[src/rtl/multdiv_pkg.sv]
// Shared constants and FSM encoding for the multiply/divide unit.
package multdiv_pkg;
  localparam int unsigned WORD_W   = 32;
  localparam int unsigned DWORD_W  = 64;
  localparam int unsigned ITER_DEF = 32;
  localparam int unsigned CNT_W    = 6;

  typedef enum logic [2:0] {
    IDLE,
    DIV_RUN,
    MULT_RUN,
    FIXUP,
    FINISH
  } state_e;
endpackage

[src/rtl/multdiv_unit_sign_fix.sv]
// Two's complement conditional negate: magnitude extraction on the way in,
// sign restoration on the way out.
module sign_fix #(
  parameter int unsigned W = 32
) (
  input  logic [W-1:0] val_i,
  input  logic         neg_i,
  output logic [W-1:0] res_o
);
  assign res_o = neg_i ? (~val_i + W'(1)) : val_i;
endmodule

[src/rtl/multdiv_unit.sv]
// Iterative signed 32-bit restoring divider with optional radix-2 Booth multiply.
// The multiply path is built only when MULTDIV_MULT_EN is defined.
module multdiv_unit
  import multdiv_pkg::*;
#(
  parameter int unsigned ITER = ITER_DEF
) (
  input  logic              clk,
  input  logic              Reset_In,
  input  logic              Div_Start,
  input  logic              Mult_Start,
  input  logic [WORD_W-1:0] A,
  input  logic [WORD_W-1:0] B,
  output logic [WORD_W-1:0] Hi,
  output logic [WORD_W-1:0] Lo,
  output logic              Busy,
  output logic              Done,
  output logic              Zero_Div
);
  localparam logic [CNT_W-1:0] CNT_LAST = CNT_W'(ITER - 1);

  state_e            state_q, state_d;
  logic [CNT_W-1:0]  cnt_q, cnt_d;
  logic [WORD_W:0]   rem_q, rem_d;  // guard bit is the Booth accumulator sign
  logic [WORD_W-1:0] quo_q, quo_d, dvs_q, dvs_d;
  logic [WORD_W-1:0] hi_q, hi_d, lo_q, lo_d;
  logic              qneg_q, qneg_d, rneg_q, rneg_d, zdiv_q, zdiv_d;
  logic [WORD_W:0]   div_shift, div_diff;

  // Slots: 0 = |A|, 1 = |B|, 2 = signed quotient, 3 = signed remainder.
  logic [WORD_W-1:0] fix_in  [4];
  logic              fix_neg [4];
  logic [WORD_W-1:0] fix_out [4];

  assign fix_in[0]  = A;
  assign fix_in[1]  = B;
  assign fix_in[2]  = quo_q;
  assign fix_in[3]  = rem_q[WORD_W-1:0];
  assign fix_neg[0] = A[WORD_W-1];
  assign fix_neg[1] = B[WORD_W-1];
  assign fix_neg[2] = qneg_q;
  assign fix_neg[3] = rneg_q;

  for (genvar gi = 0; gi < 4; gi++) begin : g_fix
    sign_fix #(.W(WORD_W)) u_sign_fix (
      .val_i (fix_in[gi]),
      .neg_i (fix_neg[gi]),
      .res_o (fix_out[gi])
    );
  end

  assign div_shift = {rem_q[WORD_W-1:0], quo_q[WORD_W-1]};
  assign div_diff  = div_shift - {1'b0, dvs_q};

`ifdef MULTDIV_MULT_EN
  logic               mul_q, mul_d, booth_q, booth_d;
  logic [WORD_W:0]    booth_acc;
  logic [DWORD_W-1:0] product;

  always_comb begin
    booth_acc = rem_q;
    case ({quo_q[0], booth_q})
      2'b01:   booth_acc = rem_q + {dvs_q[WORD_W-1], dvs_q};
      2'b10:   booth_acc = rem_q - {dvs_q[WORD_W-1], dvs_q};
      default: booth_acc = rem_q;
    endcase
  end
  assign product = {rem_q[WORD_W-1:0], quo_q};
`else
  logic [1:0] unused_bits;
  assign unused_bits = {Mult_Start, rem_q[WORD_W]};
`endif

  always_comb begin
    state_d = state_q;
    cnt_d   = cnt_q;
    rem_d   = rem_q;
    quo_d   = quo_q;
    dvs_d   = dvs_q;
    qneg_d  = qneg_q;
    rneg_d  = rneg_q;
    hi_d    = hi_q;
    lo_d    = lo_q;
    zdiv_d  = 1'b0;
`ifdef MULTDIV_MULT_EN
    mul_d   = mul_q;
    booth_d = booth_q;
`endif
    unique case (state_q)
      IDLE: begin
        if (Div_Start) begin
          quo_d  = fix_out[0];
          dvs_d  = fix_out[1];
          rem_d  = '0;
          cnt_d  = '0;
          qneg_d = A[WORD_W-1] ^ B[WORD_W-1];
          rneg_d = A[WORD_W-1];
`ifdef MULTDIV_MULT_EN
          mul_d  = 1'b0;
`endif
          if (B == '0) begin
            state_d = FINISH;
            zdiv_d  = 1'b1;
          end else begin
            state_d = DIV_RUN;
          end
        end
`ifdef MULTDIV_MULT_EN
        else if (Mult_Start) begin
          dvs_d   = A;
          quo_d   = B;
          rem_d   = '0;
          cnt_d   = '0;
          booth_d = 1'b0;
          mul_d   = 1'b1;
          state_d = MULT_RUN;
        end
`endif
      end
      DIV_RUN: begin
        // Restore by keeping the shifted value when the trial subtract borrows.
        if (!div_diff[WORD_W]) begin
          rem_d = div_diff;
          quo_d = {quo_q[WORD_W-2:0], 1'b1};
        end else begin
          rem_d = div_shift;
          quo_d = {quo_q[WORD_W-2:0], 1'b0};
        end
        cnt_d = cnt_q + CNT_W'(1);
        if (cnt_q == CNT_LAST) state_d = FIXUP;
      end
`ifdef MULTDIV_MULT_EN
      MULT_RUN: begin
        rem_d   = {booth_acc[WORD_W], booth_acc[WORD_W:1]};
        quo_d   = {booth_acc[0], quo_q[WORD_W-1:1]};
        booth_d = quo_q[0];
        cnt_d   = cnt_q + CNT_W'(1);
        if (cnt_q == CNT_LAST) state_d = FIXUP;
      end
`endif
      FIXUP: begin
`ifdef MULTDIV_MULT_EN
        if (mul_q) begin
          hi_d = product[DWORD_W-1:WORD_W];
          lo_d = product[WORD_W-1:0];
        end else begin
          hi_d = fix_out[3];
          lo_d = fix_out[2];
        end
`else
        hi_d = fix_out[3];
        lo_d = fix_out[2];
`endif
        state_d = FINISH;
      end
      FINISH:  state_d = IDLE;
      default: state_d = IDLE;
    endcase
  end

  always_ff @(posedge clk or posedge Reset_In) begin
    if (Reset_In) begin
      state_q <= IDLE;
      cnt_q   <= '0;
      rem_q   <= '0;
      quo_q   <= '0;
      dvs_q   <= '0;
      qneg_q  <= 1'b0;
      rneg_q  <= 1'b0;
      hi_q    <= '0;
      lo_q    <= '0;
      zdiv_q  <= 1'b0;
`ifdef MULTDIV_MULT_EN
      mul_q   <= 1'b0;
      booth_q <= 1'b0;
`endif
    end else begin
      state_q <= state_d;
      cnt_q   <= cnt_d;
      rem_q   <= rem_d;
      quo_q   <= quo_d;
      dvs_q   <= dvs_d;
      qneg_q  <= qneg_d;
      rneg_q  <= rneg_d;
      hi_q    <= hi_d;
      lo_q    <= lo_d;
      zdiv_q  <= zdiv_d;
`ifdef MULTDIV_MULT_EN
      mul_q   <= mul_d;
      booth_q <= booth_d;
`endif
    end
  end

  assign Hi       = hi_q;
  assign Lo       = lo_q;
  assign Busy     = (state_q == DIV_RUN) || (state_q == MULT_RUN) || (state_q == FIXUP);
  assign Done     = (state_q == FINISH);
  assign Zero_Div = zdiv_q;
endmodule

[config.mk]
export PLATFORM = sky130hd
export DESIGN_NAME = multdiv_unit
export DESIGN_NICKNAME = d
export VERILOG_FILES = /design/src/rtl/multdiv_pkg.sv /design/src/rtl/multdiv_unit_sign_fix.sv /design/src/rtl/multdiv_unit.sv
export SDC_FILE = /design/constraint.sdc
export NUM_CORES = 1
export LEC_CHECK = 0
export CORE_UTILIZATION = 57
export DETAILED_ROUTE_END_ITERATION = 7
export HOLD_SLACK_MARGIN = 0.12
export PLACE_DENSITY = 0.82
export SLEW_MARGIN = 30
export SYNTH_ARGS = -nofsm -noshare
export SYNTH_HDL_FRONTEND = slang
export SYNTH_SLANG_ARGS = --single-unit
[constraint.sdc]
create_clock -name clk -period 7.5 [get_ports clk]
set_clock_uncertainty 0.1 [all_clocks]
set_input_delay 0.75 -clock clk [delete_from_list [all_inputs] [get_ports clk]]
set_output_delay 0.75 -clock clk [all_outputs]
set_load 0.02 [all_outputs]
==> results of run 1 <==
## cells in the final DEF, fill, tap and decap left out, types with 5 or more instances in the layout
| master | Yosys | final |
|---|---|---|
| o21ai_0 | 158 | 158 |
| xnor2_1 | 28 | 28 |
| nand2b_1 | 12 | 12 |
| nand3b_1 | 5 | 5 |
| a21o_1 | 9 | 9 |
| nor4_1 | 9 | 9 |
| o21a_1 | 11 | 11 |
| or4_1 | 15 | 15 |
| nand4_1 | 8 | 8 |
| and2_1 | 5 | 5 |
| nor3_1 | 8 | 8 |
| or2_1 | 6 | 6 |
| nand3_1 | 13 | 13 |
| nor2b_1 | 8 | 8 |
| o21ai_1 | 57 | 57 |
| clkbuf_16 | 0 | 17 |
| a22oi_1 | 31 | 31 |
| a2bb2oi_1 | 6 | 6 |
| clkdlybuf4s50_1 | 0 | 131 |
| a31oi_1 | 5 | 5 |
| nand2_1 | 193 | 193 |
| inv_1 | 48 | 47 |
| ha_1 | 37 | 37 |
| xor2_1 | 120 | 120 |
| a21oi_1 | 38 | 38 |
| nor2_1 | 31 | 30 |
| buf_4 | 2 | 7 |
| o31ai_1 | 32 | 32 |
| mux2i_1 | 29 | 29 |
| dfrtp_1 | 172 | 172 |
| o41ai_1 | 21 | 21 |
## state kept, by name, indices dropped and copies added (netlist names)
name	cells
Hi	32
Lo	32
dvs_q	32
quo_q	32
rem_q	32
cnt_q	6
state_q	3
Zero_Div	1
qneg_q	1
rneg_q	1
## logic make-up (layout without fill, tap and decap cells)
kind of cell    count (synthesis)  after routing  share of synthesized area
flops                         172            172                     0.3967
compound gates                401            401                     0.2255
fa+ha+maj                      38             38                    0.04452
xor+xnor                      149            149                     0.1210
simple gates                  333            333                     0.1473
buf+inv                       108            220                    0.03829
mux                            29             29                    0.02676
## worst max-delay path by stage
stage | slack [ns] | to | cells after the start
2_1_floorplan | 1.99 | Hi[0] | 1
3_3_place_gp | 3.67 | rem_q[17] | 13
3_5_place_dp | 3.60 | rem_q[17] | 11
4_1_cts | 3.58 | rem_q[17] | 11
5_1_grt | 3.27 | rem_q[17] | 12
6_report | 3.57 | rem_q[17] | 12
## through the flow
step,setup WS [ns],instance area (um2),power (W),instances
2_1_floorplan,1.990,10850,0.004774,1230
3_3_place_gp,3.666,12330,0.005736,1545
3_5_place_dp,3.602,12320,0.005852,1545
4_1_cts,3.579,12890,0.006744,1576
5_1_grt,3.271,12890,0.007326,1576
6_report,3.566,12890,0.006749,1576
## cell type report
type                            count  area [um2]  area share
Timing Repair Buffer              141        1385      0.1074
Tap cell                          234       292.8     0.02271
Sequential cell                   172        4304      0.3338
Clock inverter                     11       120.1    0.009316
Multi-Input combinational cell    950        6157      0.4775
Inverter                           48       187.7     0.01456
Clock buffer                       20       446.7     0.03464
## power breakdown
group,switching [W],internal [W],leakage (nW)
combinational,0.00218,0.00179,3.01
sequential,0.000520,0.00140,2.20
clock,0.000367,0.000496,0.272
total,0.00306,0.00368,5.48
## metal layers
layer | up-vias | global-route usage
li1 | 4586 | -
met1 | 4314 | 0.3958
met2 | 253 | 0.4092
met3 | 36 | 0.04171
met4 | 0 | 0.09196
met5 | - | 0
## worst max-delay path: stages, from the launching register on
cell,delay (ns)
dfrtp_1,0.43
ha_1,0.25
fa_1,0.40
nand2b_1,0.20
a21o_1,0.20
a31oi_1,0.23
a211oi_2,0.17
a311oi_1,0.42
o31ai_2,0.18
xnor2_4,0.15
buf_4,0.47
nand2_1,0.31
o31ai_1,0.31
==> results.cfg, run 1 <==
[timing]
rsz0062_at_grt = no
fin_crit_sh = 0.5246
hold_ws_ns = 0.3705
worst_pin_slew_ns = 0.9078
final_max_slew_viol_count = 0
post-route-min-period_ns = 3.934
setup_viol = 0
setup_tns_ns = 0
max_freq_mhz = 254.2
slew_headroom = 0.3948
hold_viol = 0

[final_layout]
fillers = 1518
antennaDiodeCount = 0
utilization = 0.6893
drive_gt1_frac = 0.04471
nets = 1436
area_growth_pct = 18.84

[logic_synthesis]
synth_ff_type = dfrtp_1
ys_warn_count = 0
synth_area_per_cell_um2 = 8.820
ys_seq_area_frac = 0.3967
netlist_instances = 1230
synth_edf_count = 0
syn-cell-area_um2 = 10850
synthArstFlopShare = 1.000
synth.most_common_cell = nand2_1
synth_nets = 1336
synthTopCellsByArea = dfrtp_1, xor2_1, o21ai_0
synth_cell_types = 60
synth_common_cells = nand2_1, dfrtp_1, o21ai_0
synth_seq_cells = 172
synth_top_cell_area_share = 0.3967
synth_area_leader_cell = dfrtp_1

[floorplanning]
rows = 50
die_x_um = 140.0
die_h_um = 140.0
start_util = 0.5800
die_area_um2 = 19590
core_area_um2 = 18710
num_io_pins = 135

[power]
leakage_nw = 5.482
power.density_nw_per_um2 = 523.4
ir_drop_uv = 321.4

[clocking]
clk_path_buf_depth = 2
cts_hold_buf = 0
cts_buffers = 17
cts_resized = 0
cts_tree = done
cts_sinks = 172
clk_pin_slew_ns = 0.07
post_cts_buffers = 0
htreeDepth = 4
insertion_delay_ns = 0.43
cts-root-buf = clkbuf_16

[run_status]
violations = design-rule violations
status = complete, but fails checks

[routing]
drc = 1
drtIter0Drc = 561
drt-met1-wl_um = 12090
met2WireLength_um = 11110
drtPass1Iterations = 7
ant_nets = 0
vias_per_cell = 5.831
vias = 9189
finalWirelength_um = 25100
highest_layer = met4
wl_per_cell_um = 15.93
dr_wl_met3_um = 1375

[flow_run]
drv_cap = 0

[worst_setup_path]
crit_start = dvs_q[0]
reg2reg_depth = 12
path_max_fanout = 33
path_class = reg -> reg
crit_path_start_kind = flop
r2r-start = dvs_q[0]
required_ns = 7.73
end_kind = flop
arrival_ns = 4.17
reg2reg_to = rem_q[17]
rrSetupSlack_ns = 3.57

[hold_path]
hold_path_depth = 1
hold_class = reg -> reg
hold_start = cnt_q[5]
holdPathEnd = state_q[1]

[global_routing]
grt_max_degree = 110
grt_pass1_vias = 8648
track_usage = 0.2703
grt_antenna_before_repair = 0
grt_pass1_wl_um = 42560
overflow = 0

[placed_design]
port-buffer-count = 133
gp_congestion = 0.9077
dp_hpwl_um = 18110
Power figures use the tool's default switching activity.
==> run 2, diff against run 1 <==
- clock period: 7.5 -> 4.1 ns (I/O delays scaled with it)
==> results.cfg, run 2 (same netlist as run 1, synthesis figures left out) <==
[run_status]
status = complete, but fails checks
violations = design-rule violations

[hold_path]
holdPathEnd = state_q[1]
hold_start = cnt_q[5]
hold_class = reg -> reg
hold_path_depth = 1

[worst_setup_path]
reg2reg_depth = 13
crit_path_start_kind = flop
worstPathCellList = inv_1 -> ha_1 -> fa_1 -> nand2b_1 -> a21o_1 -> a31oi_1 -> a211oi_2 -> a311oi_1 -> o31ai_2 -> xnor2_4 -> buf_4 -> a2bb2oi_1 -> o21ai_0
arrival_ns = 3.74
slowest_stage = fa_1
r2r-start = quo_q[31]
worstSetupPathDepth = 13
required_ns = 4.30
slowest_delay_ns = 0.39
reg2reg_to = rem_q[25]
cpLargestDelayFamily = compound AO/OA/AOI/OAI gates
end_kind = flop
path_max_fanout = 11
rrSetupSlack_ns = 0.56
path_class = reg -> reg
path_buf_inv = 2

[routing]
vias_per_cell = 5.826
drt-met1-wl_um = 11970
ant_nets = 0
highest_layer = met4
drtPass1Iterations = 8
vias = 9251
wl_per_cell_um = 15.93
met2WireLength_um = 11420
drtIter0Drc = 653
finalWirelength_um = 25300
dr_wl_met3_um = 1495
drc = 1

[clocking]
insertion_delay_ns = 0.44
clk_pin_slew_ns = 0.07
cts_tree = done
htreeDepth = 4
post_cts_buffers = 0
clk_path_buf_depth = 2
cts_resized = 0
cts-root-buf = clkbuf_16
cts_buffers = 17
cts_hold_buf = 0
cts_sinks = 172

[power]
p_clk_frac = 0.126
ir_drop_uv = 557.9
power.density_nw_per_um2 = 958.1
leakage_nw = 5.553
p_sw_frac = 0.4559
combPwrFrac = 0.595
pwr-share-seq = 0.279
switching_power_w = 0.005683
p_int_w = 0.006782
power_w = 0.01247

[timing]
slew_headroom = 0.4050
setup_viol = 0
fin_crit_sh = 0.8628
hold_viol = 0
setup_tns_ns = 0
max_freq_mhz = 282.7
worst_pin_slew_ns = 0.8926
worst_slack_ns = 0.5623
post-route-min-period_ns = 3.538
rsz0062_at_grt = no
final_max_slew_viol_count = 0

[placed_design]
place_ws_ns = 0.5880
placed_cells = 1555
port-buffer-count = 133
dp_hpwl_um = 18540
gp_congestion = 0.9293

[final_layout]
drive_gt1_frac = 0.05318
fillers = 1493
finalNonFillerCells = 1588
layout_common_cells = nand2_1, dfrtp_1, o21ai_0
register_area_um2 = 4304
layout_commonest_cell = nand2_1
area_growth_pct = 19.93
antennaDiodeCount = 0
nets = 1447
multi_input_area_um2 = 6157

[floorplanning]
die_x_um = 140.0
core_area_um2 = 18710
rows = 50
die_h_um = 140.0
die_area_um2 = 19590
start_util = 0.5800
num_io_pins = 135

[global_routing]
grt_antenna_before_repair = 0
track_usage = 0.2716
grt_max_degree = 102
grt_pass1_wl_um = 42960
overflow = 0
grt_pass1_vias = 8840

[flow_run]
drv_cap = 0
## run 2: cell types whose count changed in the layout (fill, tap and decap cells not counted), sizes merged
cell,before,now
inv,49,54
buf,10,21
bufinv,2,1
clkbuf,20,19
clkinvlp,3,1
## run 2: how the worst max path moves through the flow
stage          startpoint   endpoint  slack, ns
6_report        quo_q[31]  rem_q[25]       0.56
5_1_grt         quo_q[31]  rem_q[18]       0.26
4_1_cts         quo_q[31]  rem_q[25]       0.57
3_5_place_dp    quo_q[31]  rem_q[25]       0.59
3_3_place_gp     dvs_q[0]  rem_q[26]       0.64
2_1_floorplan   quo_q[31]   rem_q[2]       1.02
## run 2: per-layer routing
metal	GRT usage	vias to the layer above
li1	-	4609
met1	0.3906	4302
met2	0.4221	304
met3	0.04342	36
met4	0.08386	0
met5	0	-
## run 2: final cells by class
type                    count  area share
multi-input cells         950      0.4732
flip-flops and latches    172      0.3308
repair buffers            152      0.1160
clock buffers              19     0.03327
well taps                 234     0.02250
inverters                  48     0.01414
clock inverters            13     0.01010
## run 2: power groups by stage
stage	clock, W	combinational (W)	sequential [W]
after floorplan	0	0.00519	0.00355
after global placement	0	0.00717	0.00343
after detailed placement	0	0.00735	0.00348
after CTS	0.00159	0.00741	0.00346
after global routing	0.00165	0.00824	0.00360
final	0.00157	0.00742	0.00348
## run 2: through the flow
stage,instance area [um2],util,hold WS [ns]
after floorplan,10850,-,0.3300
after global placement,12430,0.6645,0.3578
after detailed placement,12420,0.6639,0.3458
after CTS,12980,0.6941,0.3673
after global routing,13010,0.6956,0.3815
final,13010,0.6956,0.3622
==> run 3, diff against run 2 <==
- CORE_UTILIZATION: 57 -> 58
- SYNTH_HIERARCHICAL: not set -> 1
==> results.cfg, run 3 <==
[power]
power.density_nw_per_um2 = 903.1
ir_drop_uv = 443.2
power_w = 0.01247
leakage_nw = 5.504

[routing]
highest_layer = met4
drtPass1Iterations = 6
finalWirelength_um = 28490
drt-met1-wl_um = 12170
drtIter0Drc = 887
drc = 0
met2WireLength_um = 13880
dr_wl_met3_um = 1761
wl_per_cell_um = 17.29
vias = 10030
ant_nets = 0
vias_per_cell = 6.089

[global_routing]
grt_max_degree = 68
grt_antenna_before_repair = 0
grt_pass1_wl_um = 46800
grt_pass1_vias = 9632
overflow = 0
track_usage = 0.2854

[worst_setup_path]
crit_start = quo_q[31]
crit_top_cell = inv_1
path_class = reg -> reg
crit_path_start_kind = flop
end_kind = flop
cpLargestDelayFamily = compound AO/OA/AOI/OAI gates
arrival_ns = 3.95
required_ns = 4.30
worstPathCellList = inv_1 -> ha_1 -> inv_1 -> fa_1 -> a211oi_1 -> o21a_1 -> a21oi_1 -> a211o_1 -> a311o_1 -> and4b_1 -> nor3_4 -> buf_12 -> inv_1 -> nand2_1 -> o21ai_0
path_max_fanout = 56
slowest_stage = fa_1
path_buf_inv = 4
slowest_delay_ns = 0.42
r2r-start = quo_q[31]

[final_layout]
final_area_um2 = 13800
nets = 1478
layout_commonest_cell = dfrtp_1
drive_gt1_frac = 0.1142
antennaDiodeCount = 0
area_growth_pct = 18.33
layout_common_cells = dfrtp_1, nand2_1, clkdlybuf4s50_1

[timing]
setup_tns_ns = 0
worst_pin_slew_ns = 0.7713
setup_viol = 0
final_max_slew_viol_count = 0
hold_viol = 0
rsz0062_at_grt = no
max_freq_mhz = 266.4
fin_crit_sh = 0.9157
slew_headroom = 0.4819
post-route-min-period_ns = 3.754

[run_status]
status = complete, no violations

[logic_synthesis]
ys_seq_area_frac = 0.3690
synth_ff_type = dfrtp_1
synthArstFlopShare = 1.000
synth_common_cells = dfrtp_1, nand2_1, xnor2_1
ys_warn_count = 6
synth_area_leader_cell = dfrtp_1
synth_top_cell_area_share = 0.3690
netlist_instances = 1265
syn-cell-area_um2 = 11660
synth_area_per_cell_um2 = 9.221
synth_nets = 1371
synth.most_common_cell = dfrtp_1
synth_seq_cells = 172
synth_edf_count = 0
synth_cell_types = 61
synthTopCellsByArea = dfrtp_1, xnor2_1, mux2_2

[placed_design]
gp_congestion = 0.9548
port-buffer-count = 133
placed_cell_area_um2 = 13230
dp_hpwl_um = 20790

[flow_run]
drv_cap = 0

[clocking]
htreeDepth = 4
cts_buffers = 17
cts-root-buf = clkbuf_16
cts_sinks = 172
insertion_delay_ns = 0.43
post_cts_buffers = 0
cts_resized = 0
clk_pin_slew_ns = 0.06
cts_hold_buf = 0
clk_path_buf_depth = 2
cts_tree = done

[floorplanning]
die_x_um = 143.8
num_io_pins = 135
core_area_um2 = 19590
rows = 51
die_area_um2 = 20680
die_h_um = 143.8
start_util = 0.5955

[hold_path]
hold_class = in -> async
==> run 3: routing by layer <==
layer	GRT usage	vias to the layer above
li1	-	4783
met1	0.3689	4768
met2	0.4865	416
met3	0.03665	67
met4	0.1092	0
met5	0	-
==> run 3: final cells by class <==
cell class / instances / area [um2]
multi-input cells: 986 / 6940
fillers: 1458 / 5787
flip-flops and latches: 172 / 4307
repair buffers: 147 / 1481
clock buffers: 23 / 467.9
well taps: 265 / 331.6
inverters: 48 / 183.9
clock inverters: 7 / 91.34
==> run 3: final timing paths <==
kind                               to  slack (ns)  cells past startpoint
max                         rem_q[25]        0.35                     15
min                             Hi[4]        0.21                      2
max reg2reg                 rem_q[25]        0.35                     15
min reg2reg                state_q[1]        0.38                      1
max in group asynchronous   dvs_q[30]        2.79                      4
min in group clk           state_q[1]        0.38                      1
==> run 3: cell families (layout without fill, tap and decap cells) <==
family,after synthesis,after routing,synth area share
compound gates,343,343,0.1954
xor+xnor,149,149,0.1119
fa+ha+maj,38,38,0.04140
buf+inv,107,225,0.03797
flops,172,172,0.3690
mux,66,66,0.06361
simple gates,390,390,0.1807
==> run 3: per-stage QoR <==
stage	cells	setup WS, ns	utilization	hold WS [ns]
floorplan	1265	0.8883	-	0.3300
finish	1648	0.3457	0.7046	0.2058
global route	1648	0.1166	0.7046	0.2332
global placement	1617	0.4308	0.6749	0.3522
CTS	1647	0.3501	0.7037	0.3870
detailed placement	1617	0.3691	0.6752	0.3788
==> run 3: where the power goes <==
group | internal [W] | switching [W]
clock | 0.000920 | 0.000643
combinational | 0.00333 | 0.00396
sequential | 0.00256 | 0.00106
